File: src/rtl/serial_word_rx.sv
// Serial start/data/stop deframer producing a parallel word plus one-cycle store strobe.
// Optional even-parity bit after the data bits: define SERIAL_WORD_RX_PARITY_EN.
module serial_word_rx #(
  parameter int unsigned WIDTH = 4
) (
  input  logic             clk,
  input  logic             clr,
  input  logic             tick,
  input  logic             rx,
  output logic [WIDTH-1:0] D,
  output logic             st,
  output logic             busy,
  output logic             frm_err,
  output logic             par_err
);

  localparam int unsigned CW = $clog2(WIDTH + 1);

  typedef enum logic [2:0] {
    IDLE   = 3'd0,
    DATA   = 3'd1,
    PARITY = 3'd2,
    STOP   = 3'd3,
    BRK    = 3'd4
  } state_e;

  state_e           state_q, state_d;
  logic [WIDTH-1:0] shift_q, shift_d;
  logic [CW-1:0]    cnt_q, cnt_d;
  logic [WIDTH-1:0] word_q, word_d;
  logic             st_q, st_d;
  logic             busy_q, busy_d;
  logic             frm_q, frm_d;
`ifdef SERIAL_WORD_RX_PARITY_EN
  logic             par_bit_q, par_bit_d;
  logic             par_q, par_d;
`endif

  // State and output registers; clr discards any partial frame.
  always_ff @(posedge clk) begin
    if (clr) begin
      state_q   <= IDLE;
      shift_q   <= '0;
      cnt_q     <= '0;
      word_q    <= '0;
      st_q      <= 1'b0;
      busy_q    <= 1'b0;
      frm_q     <= 1'b0;
`ifdef SERIAL_WORD_RX_PARITY_EN
      par_bit_q <= 1'b0;
      par_q     <= 1'b0;
`endif
    end else begin
      state_q   <= state_d;
      shift_q   <= shift_d;
      cnt_q     <= cnt_d;
      word_q    <= word_d;
      st_q      <= st_d;
      busy_q    <= busy_d;
      frm_q     <= frm_d;
`ifdef SERIAL_WORD_RX_PARITY_EN
      par_bit_q <= par_bit_d;
      par_q     <= par_d;
`endif
    end
  end

  // Next-state logic: everything advances only on tick cycles.
  always_comb begin
    state_d   = state_q;
    shift_d   = shift_q;
    cnt_d     = cnt_q;
    word_d    = word_q;
    st_d      = 1'b0;
    frm_d     = 1'b0;
`ifdef SERIAL_WORD_RX_PARITY_EN
    par_bit_d = par_bit_q;
    par_d     = 1'b0;
`endif
    if (tick) begin
      case (state_q)
        IDLE: begin
          if (!rx) begin
            state_d = DATA;
            cnt_d   = '0;
          end
        end
        DATA: begin
          // LSB-first line order: new bit enters the MSB and walks down.
          shift_d = WIDTH'({rx, shift_q} >> 1);
          cnt_d   = cnt_q + CW'(1);
          if (cnt_q == CW'(WIDTH - 1)) begin
`ifdef SERIAL_WORD_RX_PARITY_EN
            state_d = PARITY;
`else
            state_d = STOP;
`endif
          end
        end
`ifdef SERIAL_WORD_RX_PARITY_EN
        PARITY: begin
          par_bit_d = rx;
          state_d   = STOP;
        end
`endif
        STOP: begin
          if (rx) begin
            state_d = IDLE;
`ifdef SERIAL_WORD_RX_PARITY_EN
            if ((^shift_q) ^ par_bit_q) begin
              par_d = 1'b1;
            end else begin
              st_d   = 1'b1;
              word_d = shift_q;
            end
`else
            st_d   = 1'b1;
            word_d = shift_q;
`endif
          end else begin
            state_d = BRK;
            frm_d   = 1'b1;
          end
        end
        BRK: begin
          if (rx) begin
            state_d = IDLE;
          end
        end
        default: begin
          state_d = IDLE;
        end
      endcase
    end
    busy_d = (state_d != IDLE);
  end

  assign D       = word_q;
  assign st      = st_q;
  assign busy    = busy_q;
  assign frm_err = frm_q;
`ifdef SERIAL_WORD_RX_PARITY_EN
  assign par_err = par_q;
`else
  assign par_err = 1'b0;
`endif

endmodule

File: config.mk
export PLATFORM = sky130hd
export DESIGN_NAME = serial_word_rx
export DESIGN_NICKNAME = d
export VERILOG_FILES = /design/src/rtl/serial_word_rx.sv
export SDC_FILE = /design/constraint.sdc
export NUM_CORES = 1
export LEC_CHECK = 0
export CAP_MARGIN = 40
export CELL_PAD_IN_SITES_DETAIL_PLACEMENT = 0
export CELL_PAD_IN_SITES_GLOBAL_PLACEMENT = 1
export CORE_ASPECT_RATIO = 1.1
export CORE_UTILIZATION = 41
export DETAILED_ROUTE_END_ITERATION = 7
export GPL_ROUTABILITY_DRIVEN = 0
export PLACE_DENSITY = 0.86
export SLEW_MARGIN = 20
export SYNTH_ARGS = -nofsm -noshare
export SYNTH_HDL_FRONTEND = slang
export SYNTH_SLANG_ARGS = --single-unit
File: constraint.sdc
create_clock -name clk -period 2.1 [get_ports clk]
set_input_delay 0.42 -clock clk [delete_from_list [all_inputs] [get_ports clk]]
set_output_delay 0.42 -clock clk [all_outputs]
set_load 0.02 [all_outputs]
Word-level counts from Yosys, hierarchy flattened
Index checks and enable logic that the tools add are counted. Widths: inputs -> output; s select.

Bits of input ports: 4. Register bits: 17.

Bitwise gates (word level): 2. Reductions and logical operators: 7. Equality and inequality tests: 5. Add/sub/neg operators: 1. Muxes and demuxes: 10.

Operators with widths (count): $mux 3 (6); $pmux 3 s4 (1); $eq 3x2->1 const B (2); $pmux 3 s2 (1); $reduce_and 3->1 (2); $add 3x1->3 const B (1); $eq 3x1->1 const B (1); $eq 3x3->1 const B (1); $logic_not 3->1 (1); $reduce_bool 3->1 (1); $reduce_or 3->1 (1); $mux 1 (2); $ne 2x2->1 const B (1); $not 1->1 (2); $reduce_and 2->1 (1); $reduce_bool 2->1 (1).

Longest topological paths before layout
Gate-level depths: netlist (run 1).

Word-level depth: 5. Gate-level depth with buffers: 4. Depth with buffers taken out: 4.

Worst setup path before layout (run 1)
OpenSTA, ideal clock, no wires.

Path kind: input port to flip-flop. Start: in tick. End: reg word_q[0], in the netlist D[0]. Stages on the path: 4. Required time: 1.984 ns. Arrival time: 1.052 ns. Path buffers: 1. Slack: 0.933 ns. Library setup time: 0.116 ns. Path through: and4b_1 -> buf_6 -> and2_4 -> a31o_1.

Longest elaborated chain between the ends: 1.

Ends and longest elaborated chain: start: declaration (RTL line 8) `input logic tick,`; $reduce_and 3->1 (no line); end signal: assignment (RTL line 57) `word_q <= word_d;`; end: declaration (RTL line 30) `logic [WIDTH-1:0] word_q, word_d;`.

No other way between the ends. A chain may end at the register's enable or synchronous reset.

Final worst setup path (run 1)
Start: reg word_q[2], in the netlist D[2]. End: out D[2].

RTL lines: end: declaration (RTL line 10) `output logic [WIDTH-1:0] D,`.

No word-level cell between the ends.

==> load_flow_metrics.sql, run 1 <==
INSERT INTO impl_metrics (metric_group, metric, value, unit) VALUES
('status', 'run_status', 'complete, no violations', ''),
('drt', 'wire_per_inst', '12.5', 'µm'),
('cts', 'cts-buffers-inserted', '3', ''),
('cts', 'cts_tree', 'yes', ''),
('worst_setup_path', 'worst_path_max_delay_cell', 'sky130_fd_sc_hd__clkdlybuf4s50_1', ''),
('worst_setup_path', 'worst_setup_path_end_kind', 'output port', ''),
('logic_synthesis', 'synth.net_count', '82', ''),
('worst_setup_path', 'crit_family', 'buffers and inverters', ''),
('logic_synthesis', 'synthTopCellsByArea', 'sky130_fd_sc_hd__dfxtp_1 46%, sky130_fd_sc_hd__mux2i_1 5.4%, sky130_fd_sc_hd__nand2b_1 5.1%', ''),
('sta', 'post-route-min-period', '1670', 'ps'),
('place', 'io_buffer_count', '10', ''),
('drt', 'avgViaCountPerCell', '5.30', ''),
('worst_setup_path', 'setup_slack_on_the_worst_flop_to_flop_path', '890', 'ps'),
('worst_setup_path', 'cp_data_required_time', '1680', 'ps'),
('logic_synthesis', 'post_synth.cell_area_avg', '9.78', 'µm²'),
('logic_synthesis', 'yosys.area_share.adder', '3.37', '%'),
('worst_setup_path', 'regToRegStartpoint', 'state_q[2]$_SDFF_PP0_', ''),
('worst_setup_path', 'critical_path.cell_chain', 'clkdlybuf4s50_1', ''),
('worst_setup_path', 'setup.worst_path.class', 'reg2out', ''),
('logic_synthesis', 'async_flop_share', '0', '%'),
('floorplan', 'die-width', '42.6', 'µm'),
('logic_synthesis', 'post_synth_mux_area_share', '5.39', '%'),
('sta', 'finalHoldViolCount', '0', ''),
('floorplan', 'pin_count', '12', ''),
('global_routing', 'track_usage', '15.9', '%'),
('logic_synthesis', 'syn_inst', '76', ''),
('global_routing', 'initial_antenna_violation_count', '0', ''),
('drt', 'routed_wl', '1.32', 'mm'),
('logic_synthesis', 'post_synthesis_register_bit_count', '17', ''),
('logic_synthesis', 'ys.flop_type', 'sky130_fd_sc_hd__dfxtp_1', ''),
('final_layout', 'share_of_post_route_cells_with_drive_strength_above_1', '10.2', '%'),
('final_layout', 'area_growth_syn_to_layout', '17.8', '%'),
('logic_synthesis', 'synth.distinct_cells', '30', ''),
('power', 'power.density_cell_area', '632', 'nW/µm²'),
('global_routing', 'first_pass_grt_wire_length', '2.24', 'mm'),
('sta', 'fin_setup_tns', '0', 'ps'),
('place', 'dpl.hpwl', '936', 'µm'),
('final_layout', 'antenna_cells', '0', ''),
('sta', 'clock_skew', '1.32', 'ps'),
('drt', 'num_vias', '556', ''),
('cts', 'cts_hold_repair.buffers', '0', ''),
('worst_setup_path', 'largest_stage_delay_on_the_critical_path', '610', 'ps'),
('logic_synthesis', 'synth_enable_flop_cells', '0', ''),
('drt', 'dr.first_iter.drc_count', '7', ''),
('global_routing', 'grt_start_max_net_pins', '11', ''),
('sta', 'finalHoldWorstSlack', '478', 'ps'),
('cts', 'clk_root_buffer_cell', 'sky130_fd_sc_hd__clkbuf_4', ''),
('logic_synthesis', 'synth_common_cells', '17 x sky130_fd_sc_hd__dfxtp_1, 8 x sky130_fd_sc_hd__nor2_1, 7 x sky130_fd_sc_hd__a21oi_1, 6 x sky130_fd_sc_hd__nand2b_1', ''),
('sta', 'drv_slew', '0', ''),
('logic_synthesis', 'yosys.area.top_type', 'sky130_fd_sc_hd__dfxtp_1', ''),
('worst_setup_path', 'critical_path_buf_inv_count', '1', ''),
('final_layout', 'multi_input_area', '357', 'µm²'),
('worst_setup_path', 'start_kind', 'register', ''),
('global_routing', 'globalRouteOverflowTotal', '0', ''),
('sta', 'grt_setup_unrepaired', 'no', ''),
('logic_synthesis', 'synth-xor-area-share', '0', '%'),
('drt', 'route.antenna.remaining_nets', '0', ''),
('cts', 'clock_tree.htree_level_count', '1', ''),
('cts', 'clockBufferDepth', '2', ''),
('drt', 'drc_errors', '0', ''),
('cts', 'post_cts_setup_repair_buffer_count', '0', ''),
('floorplan', 'die_area', '1990', 'µm²'),
('worst_hold_path', 'min_delay_worst_type', 'reg2reg', ''),
('logic_synthesis', 'synth.most_common_cell', 'sky130_fd_sc_hd__dfxtp_1', ''),
('cts', 'worst_setup_hold_path_clk_slew', '100', 'ps'),
('logic_synthesis', 'yosys.area_share.simple', '20.5', '%'),
('sta', 'period_share', '79.5', '%'),
('logic_synthesis', 'seq_area_frac_synth', '45.8', '%'),
('final_layout', 'seq_area', '340', 'µm²'),
('logic_synthesis', 'yosys_warnings', '0', ''),
('worst_setup_path', 'critical_path_arrival', '1250', 'ps');
==> through the flow <==
stage,util [%],cells,setup WS [ps],cell area [µm²],power [µW]
floorplan,-,76,933,743,367
global placement,52.0,101,300,848,383
detailed placement,52.0,101,281,848,384
CTS,53.6,105,417,876,561
global route,53.6,105,375,876,577
finish,53.6,105,431,876,554
==> kinds of logic (layout without fill, tap and decap cells) <==
group	count (synthesis)	count (layout)
and+or+nand+nor	25	25
AOI/OAI and AO/OA	20	20
DFF	17	17
buffers and inverters	7	19
muxes	4	4
adders and majority gates	2	2
other	1	1
==> area by class of cell <==
type                            instances  share of cell area [%]
Clock inverter                          1                   0.571
Clock buffer                            3                    2.57
Inverter                                2                   0.857
Tap cell                               17                    2.43
Sequential cell                        17                    38.9
Timing Repair Buffer                   13                    14.0
Multi-Input combinational cell         52                    40.7
==> per-layer routing <==
layer	global-route usage [%]	wire (µm)	up-vias
met4	11.3	28	0
met2	24.9	592	11
li1	-	-	292
met1	20.3	646	249
met3	2.35	48	4
met5	0	0	-
==> cell usage in the layout, fill, tap and decap left out, types with 2 or more instances in the layout <==
| cell type | synthesis | layout |
|---|---|---|
| sky130_fd_sc_hd__a21oi_1 | 7 | 7 |
| sky130_fd_sc_hd__mux2i_1 | 4 | 4 |
| sky130_fd_sc_hd__nor3b_1 | 2 | 2 |
| sky130_fd_sc_hd__nand2b_1 | 6 | 6 |
| sky130_fd_sc_hd__nor2b_1 | 2 | 2 |
| sky130_fd_sc_hd__clkbuf_4 | 0 | 3 |
| sky130_fd_sc_hd__inv_1 | 2 | 2 |
| sky130_fd_sc_hd__o21ai_0 | 2 | 2 |
| sky130_fd_sc_hd__dfxtp_1 | 17 | 17 |
| sky130_fd_sc_hd__clkdlybuf4s50_1 | 0 | 10 |
| sky130_fd_sc_hd__ha_1 | 2 | 2 |
| sky130_fd_sc_hd__nor2_1 | 8 | 8 |
| sky130_fd_sc_hd__buf_4 | 1 | 3 |
| sky130_fd_sc_hd__a31o_1 | 4 | 4 |
==> flip-flops by register name, indices dropped and copies added, names as in the netlist <==
register / cells
D: 4
state_q: 3
st: 1
cnt_q: 3
frm_err: 1
shift_q: 4
busy: 1
==> power breakdown <==
part	internal [µW]	switching [µW]	total [µW]
Clock	70.9	107	178
Sequential	327	3.59	330
Combinational	21.6	23.9	45.5
Total	419	134	554
==> how the worst max path moves through the flow <==
stage               depth (start not counted)                       to  slack [ps]         startpoint
detailed placement                          4  shift_q[2]$_SDFFE_PP0P_         280               tick
global route                                1                     D[3]         370  D[3]$_SDFFE_PP0P_
CTS                                         1                     D[3]         420  D[3]$_SDFFE_PP0P_
floorplan                                   4        D[0]$_SDFFE_PP0P_         930               tick
global placement                            4  shift_q[1]$_SDFFE_PP0P_         300               tick
finish                                      1                     D[2]         430  D[2]$_SDFFE_PP0P_
No activity file was read; power rests on OpenSTA's default activity.
==> run 2: changes to the inputs <==
- CORE_UTILIZATION: 41 -> 38
- PLACE_DENSITY: 0.86 -> 0.81
- clock period: 2.1 -> 1.7 ns (I/O delays scaled with it)
==> load_flow_metrics.sql, run 2 (synthesized netlist as in run 1, its figures left out) <==
INSERT INTO impl_metrics (metric_group, metric, value, unit) VALUES
('worst_setup_path', 'crit_family', 'buffers and inverters', ''),
('cts', 'clk_root_buffer_cell', 'sky130_fd_sc_hd__clkbuf_4', ''),
('sta', 'fin_setup_tns', '0', 'ps'),
('global_routing', 'initial_antenna_violation_count', '0', ''),
('cts', 'cts_tree', 'yes', ''),
('floorplan', 'die-width', '44.2', 'µm'),
('cts', 'clockBufferDepth', '2', ''),
('drt', 'drc_errors', '0', ''),
('global_routing', 'first_global_vias', '572', ''),
('final_layout', 'share_of_post_route_cells_with_drive_strength_above_1', '12.1', '%'),
('floorplan', 'dieHeight', '48.4', 'µm'),
('sta', 'drv_slew', '0', ''),
('power', 'switchingPower', '152', 'µW'),
('final_layout', 'layout.nets', '98', ''),
('drt', 'dr.first_iter.drc_count', '6', ''),
('worst_setup_path', 'critical_path_buf_inv_count', '1', ''),
('worst_setup_path', 'worst_path_max_delay_cell', 'sky130_fd_sc_hd__clkdlybuf4s50_1', ''),
('worst_setup_path', 'worst_setup_path_end_kind', 'output port', ''),
('global_routing', 'grt_start_max_net_pins', '10', ''),
('worst_setup_path', 'cp_data_required_time', '1360', 'ps'),
('sta', 'grt_setup_unrepaired', 'no', ''),
('cts', 'worst_skew_pair.late_latency', '280', 'ps'),
('final_layout', 'layout_commonest_cell', 'sky130_fd_sc_hd__dfxtp_1', ''),
('power', 'power.density_cell_area', '755', 'nW/µm²'),
('final_layout', 'n_fill_cell', '181', ''),
('sta', 'clock_skew', '2.44', 'ps'),
('drt', 'drt_pass1_iterations', '4', ''),
('power', 'pwr-share-seq', '60.2', '%'),
('floorplan', 'fp.coreArea', '1800', 'µm²'),
('final_layout', 'antenna_cells', '0', ''),
('sta', 'setup-violations-final', '0', ''),
('sta', 'finalHoldWorstSlack', '470', 'ps'),
('floorplan', 'initial_core_util', '41.3', '%'),
('place', 'io_buffer_count', '10', ''),
('cts', 'cts_hold_repair.buffers', '0', ''),
('final_layout', 'layout.cells.most_common_list', '17 x sky130_fd_sc_hd__dfxtp_1, 10 x sky130_fd_sc_hd__clkdlybuf4s50_1, 8 x sky130_fd_sc_hd__nor2_1, 7 x sky130_fd_sc_hd__a21oi_1', ''),
('power', 'power_frac_clock', '30.5', '%'),
('worst_setup_path', 'largest_stage_delay_on_the_critical_path', '610', 'ps'),
('status', 'run_status', 'complete, no violations', ''),
('global_routing', 'first_pass_grt_wire_length', '2.48', 'mm'),
('drt', 'routed_wl', '1.44', 'mm'),
('final_layout', 'area_growth_syn_to_layout', '20.9', '%'),
('worst_hold_path', 'min_delay_worst_type', 'reg2reg', ''),
('power', 'power.switching_fraction', '22.4', '%'),
('drt', 'avgViaCountPerCell', '5.34', ''),
('floorplan', 'num_rows', '16', ''),
('worst_setup_path', 'setup_slack_on_the_worst_flop_to_flop_path', '450', 'ps'),
('sta', 'post-route-min-period', '1590', 'ps'),
('drt', 'num_vias', '582', ''),
('worst_setup_path', 'setup.worst_path.class', 'reg2out', ''),
('cts', 'worst_setup_hold_path_clk_slew', '90', 'ps'),
('cts', 'post_cts_setup_repair_buffer_count', '0', ''),
('cts', 'cts-buffers-inserted', '3', ''),
('floorplan', 'die_area', '2140', 'µm²'),
('cts', 'clock_tree.htree_level_count', '1', ''),
('sta', 'fmax', '0.631', 'GHz'),
('cts', 'cts_repair_resize_count', '0', ''),
('run', 'cap_violations', '0', ''),
('sta', 'finalHoldViolCount', '0', ''),
('worst_setup_path', 'critical_path_arrival', '1250', 'ps'),
('worst_setup_path', 'path_max_fanout', '2', ''),
('power', 'peakVddDrop', '0.403', 'mV'),
('sta', 'period_share', '93.3', '%'),
('power', 'total_leakage_power', '0.000352', 'µW'),
('power', 'pwr-share-comb', '9.3', '%'),
('drt', 'wire_per_inst', '13.2', 'µm'),
('global_routing', 'track_usage', '15.4', '%'),
('floorplan', 'pin_count', '12', ''),
('worst_setup_path', 'start_kind', 'register', ''),
('worst_setup_path', 'critical_path.cell_chain', 'clkdlybuf4s50_1', ''),
('drt', 'route.antenna.remaining_nets', '0', ''),
('power', 'p_int', '526', 'µW'),
('place', 'dpl.hpwl', '1.05', 'mm'),
('global_routing', 'globalRouteOverflowTotal', '0', ''),
('cts', 'tritoncts_num_sinks', '17', '');
==> run 2: cell count changes in the layout (fill, tap and decap cells not counted) <==
| cell | delta |
|---|---|
| sky130_fd_sc_hd__buf_4 | +3 |
| sky130_fd_sc_hd__clkinv_2 | -1 |
| sky130_fd_sc_hd__clkbuf_1 | +1 |
==> run 2: worst paths after layout <==
path                                            start                    end  cells past startpoint
worst max-delay path                D[3]$_SDFFE_PP0P_                   D[3]                      1
worst min-delay path            cnt_q[2]$_SDFFE_PP0P_  cnt_q[2]$_SDFFE_PP0P_                      1
worst max register to register  state_q[1]$_SDFF_PP0_      D[0]$_SDFFE_PP0P_                      3
worst min register to register  cnt_q[2]$_SDFFE_PP0P_  cnt_q[2]$_SDFFE_PP0P_                      1
==> run 2: layout make-up <==
class	instances	area, µm²	area share (%)
flip-flops and latches	17	340	37.9
multi-input cells	52	357	39.7
repair buffers	16	145	16.2
inverters	2	7.51	0.836
well taps	18	22.5	2.51
clock buffers	4	26.3	2.92
==> run 2: power groups by stage <==
stage	clock (µW)	combinational, µW	sequential, µW
2_1_floorplan	0	34.4	419
3_3_place_gp	0	61.8	417
3_5_place_dp	0	63.3	418
4_1_cts	217	63.5	408
5_1_grt	237	69.7	410
6_report	207	62.9	408
==> run 2: routing by layer <==
metal	GRT usage (%)	up-vias	routed length [µm]
met5	0	-	0
met4	7.58	0	9
met2	23.3	7	685
met3	2.24	2	44
li1	-	299	-
met1	21.2	274	698
==> run 2: per-stage QoR <==
step	setup slack (ps)	utilization [%]	cell area (µm²)	std cells	power [µW]
floorplan	553	-	743	76	453
global placement	57.2	48.4	872	105	479
detailed placement	41.8	48.4	872	105	481
CTS	100	49.9	898	109	689
global route	57.7	49.9	898	109	716
finish	114	49.9	898	109	678
